--- src/rtl/tpu_inst_pkg.sv ---
// tpu_inst_pkg: shared widths, default depth and fetch FSM states for the instruction fetch unit.
package tpu_inst_pkg;
  localparam int DATA_W = 128;
  localparam int INST_DEPTH = 1024;
  typedef enum logic [2:0] {IDLE, ISSUE, WAIT, RESP, PREF} state_t;
endpackage

--- src/rtl/inst_pbuf.sv ---
// inst_pbuf: one-entry prefetch buffer (word, address, valid); inv clears valid and wins over wr.
module inst_pbuf #(
  parameter int ADDR_W = 10,
  parameter int DATA_W = tpu_inst_pkg::DATA_W
) (
  input  logic              clk,
  input  logic              rst,
  input  logic              wr,
  input  logic              inv,
  input  logic [ADDR_W-1:0] wr_addr,
  input  logic [DATA_W-1:0] wr_data,
  output logic              valid,
  output logic [ADDR_W-1:0] addr,
  output logic [DATA_W-1:0] data
);
  always_ff @(posedge clk or negedge rst) begin
    if (!rst) begin
      valid <= 1'b0;
      addr <= '0;
      data <= '0;
    end else begin
      valid <= inv ? 1'b0 : (wr ? 1'b1 : valid);
      if (wr) begin
        addr <= wr_addr;
        data <= wr_data;
      end
    end
  end
endmodule

--- src/rtl/inst_fetch_unit.sv ---
// inst_fetch_unit: single-request instruction BRAM reader with range check.
// Defining INST_PREFETCH_EN adds a one-word next-address prefetch buffer.
module inst_fetch_unit import tpu_inst_pkg::*; #(
  parameter int ADDR_W = 10,
  parameter int DATA_W = tpu_inst_pkg::DATA_W,
  parameter int INST_DEPTH = tpu_inst_pkg::INST_DEPTH,
  parameter int RD_LAT = 1
) (
  input  logic              clk,
  input  logic              rst,
  input  logic              RD_START,
  input  logic [ADDR_W-1:0] RD_ADDR,
  output logic [DATA_W-1:0] RD_DATA,
  output logic              RD_DONE,
  output logic              RD_ERR,
  output logic              RD_BUSY,
  input  logic              INV,
  output logic              bram_en,
  output logic [ADDR_W-1:0] bram_addr,
  input  logic [DATA_W-1:0] bram_dout
);
  state_t state, next;
  logic [1:0] cnt;
  logic issued, err, pend, start, in_range, hit, lat_done, pf_ok;
  logic [ADDR_W-1:0] req_addr, pend_addr, addr;
  logic buf_valid;
  logic [ADDR_W-1:0] buf_addr;
  logic [DATA_W-1:0] buf_data;
`ifdef INST_PREFETCH_EN
  localparam bit PF = 1'b1;
  logic inv_seen;
  // an INV seen anywhere in PREF means the word being fetched may be stale
  always_ff @(posedge clk or negedge rst) begin
    if (!rst) inv_seen <= 1'b0;
    else inv_seen <= state == PREF && (inv_seen || INV);
  end
  inst_pbuf #(.ADDR_W(ADDR_W), .DATA_W(DATA_W)) u_pbuf (
    .clk(clk),
    .rst(rst),
    .wr(state == PREF && issued && lat_done && !INV && !inv_seen),
    .inv(INV),
    .wr_addr(bram_addr),
    .wr_data(bram_dout),
    .valid(buf_valid),
    .addr(buf_addr),
    .data(buf_data)
  );
`else
  localparam bit PF = 1'b0;
  assign buf_valid = 1'b0;
  assign buf_addr = '0;
  assign buf_data = '0;
`endif
  assign start = pend || RD_START;
  assign addr = pend ? pend_addr : RD_ADDR;
  assign in_range = int'(addr) < INST_DEPTH;
  assign hit = buf_valid && buf_addr == addr && !INV;
  assign lat_done = cnt == 2'(RD_LAT - 1);
  assign pf_ok = PF && !err && (int'(req_addr) + 1 < INST_DEPTH);
  assign RD_DONE = state == RESP;
  assign RD_ERR = RD_DONE && err;
  assign RD_BUSY = state != IDLE;
  assign bram_en = state == ISSUE || (state == PREF && !issued);
  always_comb begin
    next = state;
    case (state)
      IDLE:    next = !start ? IDLE : (!in_range || hit) ? RESP : ISSUE;
      ISSUE:   next = WAIT;
      WAIT:    next = lat_done ? RESP : WAIT;
      RESP:    next = pf_ok ? PREF : IDLE;
      PREF:    next = (issued && lat_done) ? IDLE : PREF;
      default: next = IDLE;
    endcase
  end
  always_ff @(posedge clk or negedge rst) begin
    if (!rst) begin
      state <= IDLE;
      cnt <= '0;
      issued <= 1'b0;
      err <= 1'b0;
      pend <= 1'b0;
      req_addr <= '0;
      pend_addr <= '0;
      bram_addr <= '0;
      RD_DATA <= '0;
    end else begin
      state <= next;
      cnt <= (state == WAIT || (state == PREF && issued)) ? cnt + 2'd1 : 2'd0;
      issued <= state == PREF;
      if (state == IDLE && start) begin
        req_addr <= addr;
        err <= !in_range;
        pend <= 1'b0;
        if (!in_range) RD_DATA <= '0;
        else if (hit) RD_DATA <= buf_data;
        else bram_addr <= addr;
      end
      if (state == WAIT && lat_done) RD_DATA <= bram_dout;
      if (state == RESP && pf_ok) bram_addr <= req_addr + ADDR_W'(1);
      if (state == PREF && RD_START) begin
        pend <= 1'b1;
        pend_addr <= RD_ADDR;
      end
    end
  end
endmodule

--- config.mk ---
export PLATFORM = sky130hd
export DESIGN_NAME = inst_fetch_unit
export DESIGN_NICKNAME = d
export VERILOG_FILES = /design/src/rtl/tpu_inst_pkg.sv /design/src/rtl/inst_pbuf.sv /design/src/rtl/inst_fetch_unit.sv
export SDC_FILE = /design/constraint.sdc
export NUM_CORES = 1
export LEC_CHECK = 0
export BUFFER_PORTS_ARGS = -buffer_cell sky130_fd_sc_hd__buf_2
export CORE_AREA = 2 2 103 145
export CTS_BUF_LIST = sky130_fd_sc_hd__clkbuf_4 sky130_fd_sc_hd__clkbuf_8
export CTS_CLUSTER_DIAMETER = 200
export DETAILED_ROUTE_END_ITERATION = 16
export DIE_AREA = 0 0 105 147
export GPL_TIMING_DRIVEN = 0
export PLACE_DENSITY = 0.75
export SYNTH_ARGS = -nofsm -noshare
export SYNTH_HDL_FRONTEND = slang
export SYNTH_SLANG_ARGS = --single-unit
--- constraint.sdc ---
create_clock -name clk -period 1.5 [get_ports clk]
set_input_delay 0.075 -clock clk [delete_from_list [all_inputs] [get_ports clk]]
set_output_delay 0.075 -clock clk [all_outputs]
set_load 0.02 [all_outputs]
## After elaboration in Yosys (flattened, before gate mapping)

Cells that the tools add are included.

| storage, ports and cells | value |
|---|---|
| word-level logic and storage cells | 34 |
| bits of input ports | 142 |
| flip-flop bits (word level) | 155 |
| output and inout port bits | 142 |

| operators by class | value |
|---|---|
| $add $sub $neg | 1 |
| equal/unequal tests | 4 |
| reduce and logical (&&, ||, !) cells | 14 |
| muxes and demuxes | 8 |

Operators with widths:

| cell | number |
|---|---|
| $pmux 3 s4 | 1 |
| $mux 10 | 1 |
| $eq 3x2->1 const B | 2 |
| $logic_and 1x1->1 | 6 |
| $mux 1 | 4 |
| $eq 3x1->1 const B | 1 |
| $eq 3x3->1 const B | 1 |
| $logic_not 3->1 | 1 |
| $logic_or 1x1->1 | 3 |
| $mux 3 | 1 |
| $reduce_bool 3->1 | 1 |
| $add 2x1->2 const B | 1 |
| $logic_not 2->1 | 1 |
| $mux 2 | 1 |
| $reduce_bool 2->1 | 1 |
| $logic_not 1->1 | 1 |

## Logic depth before layout (Yosys ltp)

Gate-level depths: netlist of the first run.

| logic depth | value |
|---|---|
| depth in word-level cells | 4 |
| gate-level depth with buffers | 6 |
| mapped depth without buffers | 4 |

## Least setup slack after synthesis of the first run

OpenSTA, ideal clock, no wires.

| timing path | value |
|---|---|
| path type | register -> register |
| from | reg state[0] |
| to | reg bram_addr[0] |
| clock period less this slack | 1672 ps |
| setup time | 125 ps |
| setup slack | -172 ps |
| required time | 1375 ps |
| path buffers | 2 |
| cell stages (with the launch flop) | 6 |
| arrival | 1547 ps |
| cells stage by stage | dfrtp_1 buf_6 or3_4 nor2_1 buf_4 mux2_2 |

| on the way | value |
|---|---|
| cells in the longest elaborated chain, start to end | 2 |

RTL lines:

| element | RTL line | RTL |
|---|---|---|
| start: declaration | inst_fetch_unit.sv:22 | `state_t state, next;` |
| start signal: assignment | inst_fetch_unit.sv:87 | `state <= next;` |
| $logic_not 3->1 | inst_fetch_unit.sv:90 | `if (state == IDLE && start) begin` |
| $logic_and 1x1->1 | inst_fetch_unit.sv:90 |  |
| end signal: assignment | inst_fetch_unit.sv:96 | `else bram_addr <= addr;` |
| end signal: assignment | inst_fetch_unit.sv:99 | `if (state == RESP && pf_ok) bram_addr <= req_addr + ADDR_W'(1);` |
| end: declaration | inst_fetch_unit.sv:19 | `output logic [ADDR_W-1:0] bram_addr,` |

No other way between the ends.
A chain may end at the register's enable or synchronous reset.

## Final worst setup path of the first run

| timing path | value |
|---|---|
| from | reg state[2] |
| to | reg RD_DATA[1] |

| on the way | value |
|---|---|
| cells in the longest elaborated chain, start to end | 2 |

RTL lines:

| element | RTL line | RTL |
|---|---|---|
| $eq 3x2->1 | inst_fetch_unit.sv:98 | `if (state == WAIT && lat_done) RD_DATA <= bram_dout;` |
| $logic_and 1x1->1 | inst_fetch_unit.sv:98 |  |
| end signal: assignment | inst_fetch_unit.sv:95 | `else if (hit) RD_DATA <= buf_data;` |
| end signal: assignment | inst_fetch_unit.sv:98 |  |
| end: declaration | inst_fetch_unit.sv:13 | `output logic [DATA_W-1:0] RD_DATA,` |

No other way between the ends.

==> results of run 1 <==
-- routing by layer --
layer  routed length, µm  up-vias  track usage [%]
met5                   0        -                0
met4                 590        0            9.067
met3                1088       47            5.768
met2               10890      220            44.29
met1                6857     2469            22.37
li1                    -     2179                -
-- final cells by class --
type / count / area, µm² / share of cell area [%]
Buffer: 18 / 292.8 / 2.869
Tap cell: 189 / 236.5 / 2.317
Sequential cell: 155 / 3880 / 38.02
Clock inverter: 12 / 140.1 / 1.373
Multi-Input combinational cell: 180 / 2188 / 21.44
Clock buffer: 20 / 256.5 / 2.513
Inverter: 3 / 11.26 / 0.1103
Timing Repair Buffer: 446 / 3201 / 31.36
-- state kept, by name, indices dropped and copies added, names as in the netlist --
signal and flops:
RD_DATA 128, bram_addr 10, cnt 2, issued 1, pend 1, pend_addr 10, state 3
-- logic make-up (layout without fill, tap and decap cells) --
| logic type | after synthesis | count (layout) |
|---|---|---|
| AO/OA/AOI/OAI | 4 | 4 |
| adder cells (fa/ha/maj) | 1 | 1 |
| XOR/XNOR | 1 | 1 |
| other | 1 | 1 |
| AND/OR/NAND/NOR | 15 | 15 |
| buffers and inverters | 22 | 499 |
| flip-flops | 155 | 155 |
| multiplexers | 158 | 158 |
-- per-stage QoR --
| stage | worst slack [ns] | util, % | cell area [µm²] | std cells |
|---|---|---|---|---|
| 2_1_floorplan | -0.05205 | - | 6017 | 357 |
| 3_3_place_gp | -1.712 | 54.00 | 7660 | 827 |
| 3_5_place_dp | -0.3004 | 54.24 | 7694 | 828 |
| 4_1_cts | -0.1884 | 68.59 | 9728 | 1010 |
| 5_1_grt | -0.2473 | 71.96 | 10210 | 1023 |
| 6_report | -0.1970 | 71.96 | 10210 | 1023 |
-- report_power, final --
group | switching (mW) | total, mW | internal, mW
combinational | 6.06 | 12.5 | 6.46
sequential | 1.08 | 7.28 | 6.20
clock | 1.63 | 3.18 | 1.55
total | 8.76 | 23.0 | 14.2
-- cell usage in the layout, fill, tap and decap left out --
cell	n
buf_2	277
dfrtp_1	154
dlygate4sd3_1	139
mux2_2	97
mux2_4	60
clkbuf_8	17
buf_4	13
buf_6	12
buf_12	11
clkbuf_16	8
clkinvlp_4	6
inv_6	4
inv_1	3
nor2_1	3
clkbuf_4	3
a21oi_1	2
buf_8	2
and2_4	2
bufinv_16	2
or3_4	1
nor3b_4	1
xnor2_1	1
nor2b_1	1
nor2b_4	1
nor3_1	1
and3b_2	1
nor2_4	1
or2_2	1
nor3b_2	1
nor3b_1	1
a21boi_0	1
mux2_1	1
clkbuf_2	1
a21o_1	1
ha_2	1
conb_1	1
buf_16	1
dfrtp_2	1
-- critical path, cell delays in order, from the launching register on --
cell and delay [ns]:
dfrtp_2 0.47, nor2b_4 0.13, and3b_2 0.23, buf_6 0.13, clkbuf_16 0.15, clkbuf_16 0.15, mux2_4 0.31
-- worst paths after layout --
check / startpoint / end / slack, ns
setup reg to reg: state[2] / RD_DATA[1] / -0.20
max in group asynchronous: rst / RD_DATA[57] / 0.43
min in group asynchronous: rst / pend_addr[5] / 0.23
hold reg to reg: RD_DATA[93] / RD_DATA[93] / 0.51
setup / recovery: state[2] / RD_DATA[1] / -0.20
hold / removal: RD_START / pend_addr[9] / 0.19
-- timing repair --
item | CTS | global route
resized for setup | 42 | 68
endpoints found under the setup margin | 151 | 151
hold endpoints to repair | 221 | 0
cloned | 2 | 8
buffers inserted | 10 | 6
hold buffers | 139 | 0
pin swaps | 3 | 5
==> results.sh, run 1 <==
export IMPL_outcome="finished, violations left"
export IMPL_violations="negative setup slack"
export IMPL_cts_tree="built"
export IMPL_dr_first_iter_drc_count=133
export IMPL_yosysMostFrequentCell="dfrtp_1"
export IMPL_ys_warn_count=0
export IMPL_grt_pass1_vias=5528
export IMPL_grt_max_degree=80
export IMPL_cts_root_buffer_cell="clkbuf_8"
export IMPL_tns_ns=-20.52
export IMPL_critPathLaunchType="flop"
export IMPL_num_antenna_cells=0
export IMPL_synth_top_family_by_area="multiplexers"
export IMPL_cellPowerDensity_nw_per_um2=2252
export IMPL_overflow=0
export IMPL_avgViaCountPerCell=4.804
export IMPL_place_congestion=0.7155
export IMPL_path_clk_slew_ns=0.08
export IMPL_synth_xor_area_share_pct=0.1460
export IMPL_synth_seq_area_share_pct=64.64
export IMPL_grt_antenna_before_repair=0
export IMPL_rr_worst_depth=6
export IMPL_synthTopCellsByArea="dfrtp_1 (65%), mux2_2 (28%), buf_6 (2.4%)"
export IMPL_drc=0
export IMPL_routed_wl_um=19430
export IMPL_grt_pass1_wl_um=27570
export IMPL_drive_gt1_share_pct=62.95
export IMPL_relSlewSlack_pct=52.25
export IMPL_syn_to_final_growth_pct=70.08
export IMPL_ys_ff_latch=155
export IMPL_wl_per_cell_um=18.99
export IMPL_yosys_area_top_type="dfrtp_1"
export IMPL_start_util_pct=42.31
export IMPL_finalMaxSlewViolations=0
export IMPL_finClkSkew_ns=0.01410
export IMPL_ir_drop_mv=1.232
export IMPL_fillCellCount=921
export IMPL_drv_cap=0
export IMPL_min_period_over_period_pct=113.1
export IMPL_clock_path_buffers=2
export IMPL_synth_compound_area_share_pct=0.4170
export IMPL_io_pins=284
export IMPL_ant_nets=0
export IMPL_min_path_cells=4
export IMPL_synth_simple_gate_area_share_pct=1.606
export IMPL_synthesis_area_um2=6001
export IMPL_syn_inst=357
export IMPL_synth_nets=500
export IMPL_nets=964
export IMPL_htree_num_levels=4
export IMPL_die_y_um=147
export IMPL_row_count=52
export IMPL_tightestPinTransition_ns=0.7162
export IMPL_hpwl_um=10720
export IMPL_die_width_um=105
export IMPL_setup_viol=151
export IMPL_synth_cell_type_count=23
export IMPL_synth_ff_type="dfrtp_1"
export IMPL_hold_viol=0
export IMPL_required_ns=1.81
export IMPL_yosysTopAreaCellShare_pct=64.64
export IMPL_min_path_type="input pin to flop"
export IMPL_worstPathMaxFanout=7
export IMPL_worstSetupEndpointType="flop"
export IMPL_fmax_mhz=589.3
export IMPL_fin_crit_ns=1.697
export IMPL_cts_sinks=155
export IMPL_dr_pass1_iters=4
export IMPL_clkLatencyLatePin_ns=0.44
export IMPL_synth_top_cells_by_count="dfrtp_1 (155), mux2_2 (148), buf_6 (13), mux2_1 (10)"
export IMPL_die_area_um2=15440
export IMPL_core_um2=14180
export IMPL_synthAdderAreaFrac_pct=0.2085
export IMPL_fin_ws_ns=-0.1970
export IMPL_total_power_mw=22.98
export IMPL_crit_arrival_ns=2.01
export IMPL_vias=4915
export IMPL_power_leakage_nw=4.959
export IMPL_synthMuxAreaShare_pct=29.65
export IMPL_synth_area_per_cell_um2=16.81
export IMPL_track_usage_pct=22.68
export IMPL_numCtsBuffers=17
export IMPL_synth_async_reset_ratio_pct=100.0
export IMPL_synth_edf_count=0
export IMPL_holdWs_ns=0.1919
export IMPL_io_buffers=281
export IMPL_critPathKind="flop to flop"
export IMPL_grt_setup_unrepaired="yes"
Note: power is estimated with default switching activity, not from simulation.
==> inputs of run 2 (changes only) <==
==> constraint.sdc (replaced) <==
create_clock -name clk -period 1.5 [get_ports clk]
set_input_delay 0.3 -clock clk [delete_from_list [all_inputs] [get_ports clk]]
set_output_delay 0.3 -clock clk [all_outputs]
set_load 0.02 [all_outputs]
==> results.sh, run 2 (same netlist as run 1, synthesis figures left out) <==
export IMPL_min_period_over_period_pct=119.6
export IMPL_place_inst=828
export IMPL_drive_gt1_share_pct=75.14
export IMPL_io_buffers=281
export IMPL_critPathLaunch="state[1]"
export IMPL_tns_ns=-31.99
export IMPL_num_antenna_cells=0
export IMPL_core_um2=14180
export IMPL_crit_arrival_ns=2.11
export IMPL_layout_common_cells="buf_2 (277), dfrtp_1 (154), mux2_4 (122)"
export IMPL_cts_tree="built"
export IMPL_cts_root_buffer_cell="clkbuf_8"
export IMPL_avgViaCountPerCell=4.838
export IMPL_fin_ws_ns=-0.2946
export IMPL_ir_drop_mv=1.241
export IMPL_holdCritStartpoint="bram_dout[93]"
export IMPL_worstSetupEndpointType="flop"
export IMPL_power_leakage_nw=4.658
export IMPL_critPathLaunchType="flop"
export IMPL_numCtsBuffers=17
export IMPL_place_area_um2=7694
export IMPL_finalMaxSlewViolations=0
export IMPL_clock_path_buffers=2
export IMPL_ant_nets=0
export IMPL_routed_wl_um=16520
export IMPL_top_regs="RD_DATA (128), bram_addr (10), pend_addr (10)"
export IMPL_overflow=0
export IMPL_wl_per_cell_um=18.66
export IMPL_critPathKind="flop to flop"
export IMPL_dr_pass1_iters=6
export IMPL_relSlewSlack_pct=52.57
export IMPL_row_count=52
export IMPL_slowest_stage="dfrtp_1"
export IMPL_die_width_um=105
export IMPL_start_util_pct=42.31
export IMPL_fin_area_um2=9141
export IMPL_path_clk_slew_ns=0.09
export IMPL_path_cells="nor2b_4 > and3b_2 > buf_6 > buf_12 > clkbuf_16 > mux2_4"
export IMPL_grt_pass1_vias=4605
export IMPL_largest_register="RD_DATA"
export IMPL_drc=0
export IMPL_fin_cells=885
export IMPL_required_ns=1.82
export IMPL_grt_antenna_before_repair=0
export IMPL_hpwl_um=10720
export IMPL_total_power_mw=24.04
export IMPL_worstPathMaxFanout=6
export IMPL_die_area_um2=15440
export IMPL_largest_register_ffs=128
export IMPL_cts_sinks=155
export IMPL_htree_num_levels=4
export IMPL_vias=4282
export IMPL_rr_startpoint="state[1]"
export IMPL_track_usage_pct=18.50
export IMPL_setup_viol=152
export IMPL_outcome="finished, violations left"
export IMPL_fin_crit_ns=1.795
export IMPL_tightestPinTransition_ns=0.7114
export IMPL_min_path_cells=2
export IMPL_crit_path_end="RD_DATA[40]"
export IMPL_grt_pass1_wl_um=22470
export IMPL_die_y_um=147
export IMPL_layout_commonest_cell="buf_2"
export IMPL_holdWs_ns=0.08425
export IMPL_fmax_mhz=557.2
export IMPL_violations="negative setup slack"
export IMPL_reg2reg_slack_ns=-0.29
export IMPL_place_congestion=0.7155
export IMPL_grt_setup_unrepaired="yes"
export IMPL_finClkSkew_ns=0.01164
export IMPL_clkLatencyLatePin_ns=0.44
export IMPL_syn_to_final_growth_pct=52.34
export IMPL_grt_max_degree=80
export IMPL_rr_worst_depth=6
export IMPL_io_pins=284
export IMPL_cellPowerDensity_nw_per_um2=2630
export IMPL_nets=826
export IMPL_min_path_type="input pin to flop"
export IMPL_hold_viol=0
export IMPL_r2r_end="RD_DATA[40]"
export IMPL_slowest_delay_ns=0.44
export IMPL_drv_cap=0
export IMPL_dr_first_iter_drc_count=96
run 2: critical path, delay by kind of cell, from the launching register on:
kind | cells | cell delay (ns)
buffers and inverters | 3 | 0.44
DFF | 1 | 0.44
and+or+nand+nor | 2 | 0.49
muxes | 1 | 0.30
run 2: cell type report:
| class | count | area, µm² |
|---|---|---|
| Clock buffer | 20 | 256.5 |
| Sequential cell | 155 | 3880 |
| Inverter | 3 | 11.26 |
| Clock inverter | 12 | 140.1 |
| Tap cell | 189 | 236.5 |
| Multi-Input combinational cell | 180 | 2405 |
| Timing Repair Buffer | 309 | 1934 |
| Buffer | 17 | 277.8 |
| Fill cell | 1084 | 5042 |
run 2: what timing repair did:
action | CTS | global route
cloned | 1 | 12
pin swaps | 3 | 4
buffers inserted | 8 | 5
hold endpoints to repair | 76 | 0
gates resized for setup | 16 | 153
endpoints found under the setup margin | 151 | 152
hold buffers | 1 | 0
run 2: worst min path at each step:
| stage | slack, ns | endpoint |
|---|---|---|
| finish | 0.08 | RD_DATA[93] |
| global route | 0.06 | RD_DATA[118] |
| CTS | 0.05 | RD_DATA[97] |
| detailed placement | 0.38 | RD_DATA[94] |
| global placement | 0.43 | cnt[0] |
| floorplan | 0.004 | RD_DATA[0] |
run 2: layer usage:
metal,share of wire (%),global-route usage [%],vias to the layer above
met3,5.2,4.747,39
met1,37,18.81,2163
met5,0,0,-
met2,55,34.81,184
met4,3.0,8.800,0
li1,-,-,1896
run 2: through the flow:
step | util (%) | setup slack [ns]
finish | 64.45 | -0.2946
CTS | 58.05 | -0.2673
detailed placement | 54.24 | -0.3004
floorplan | - | -0.05205
global route | 64.45 | -0.3523
global placement | 54.00 | -1.937
run 2: power by group:
part | internal [mW] | switching (mW)
Clock | 1.55 | 1.61
Sequential | 6.21 | 1.06
Combinational | 7.46 | 6.15
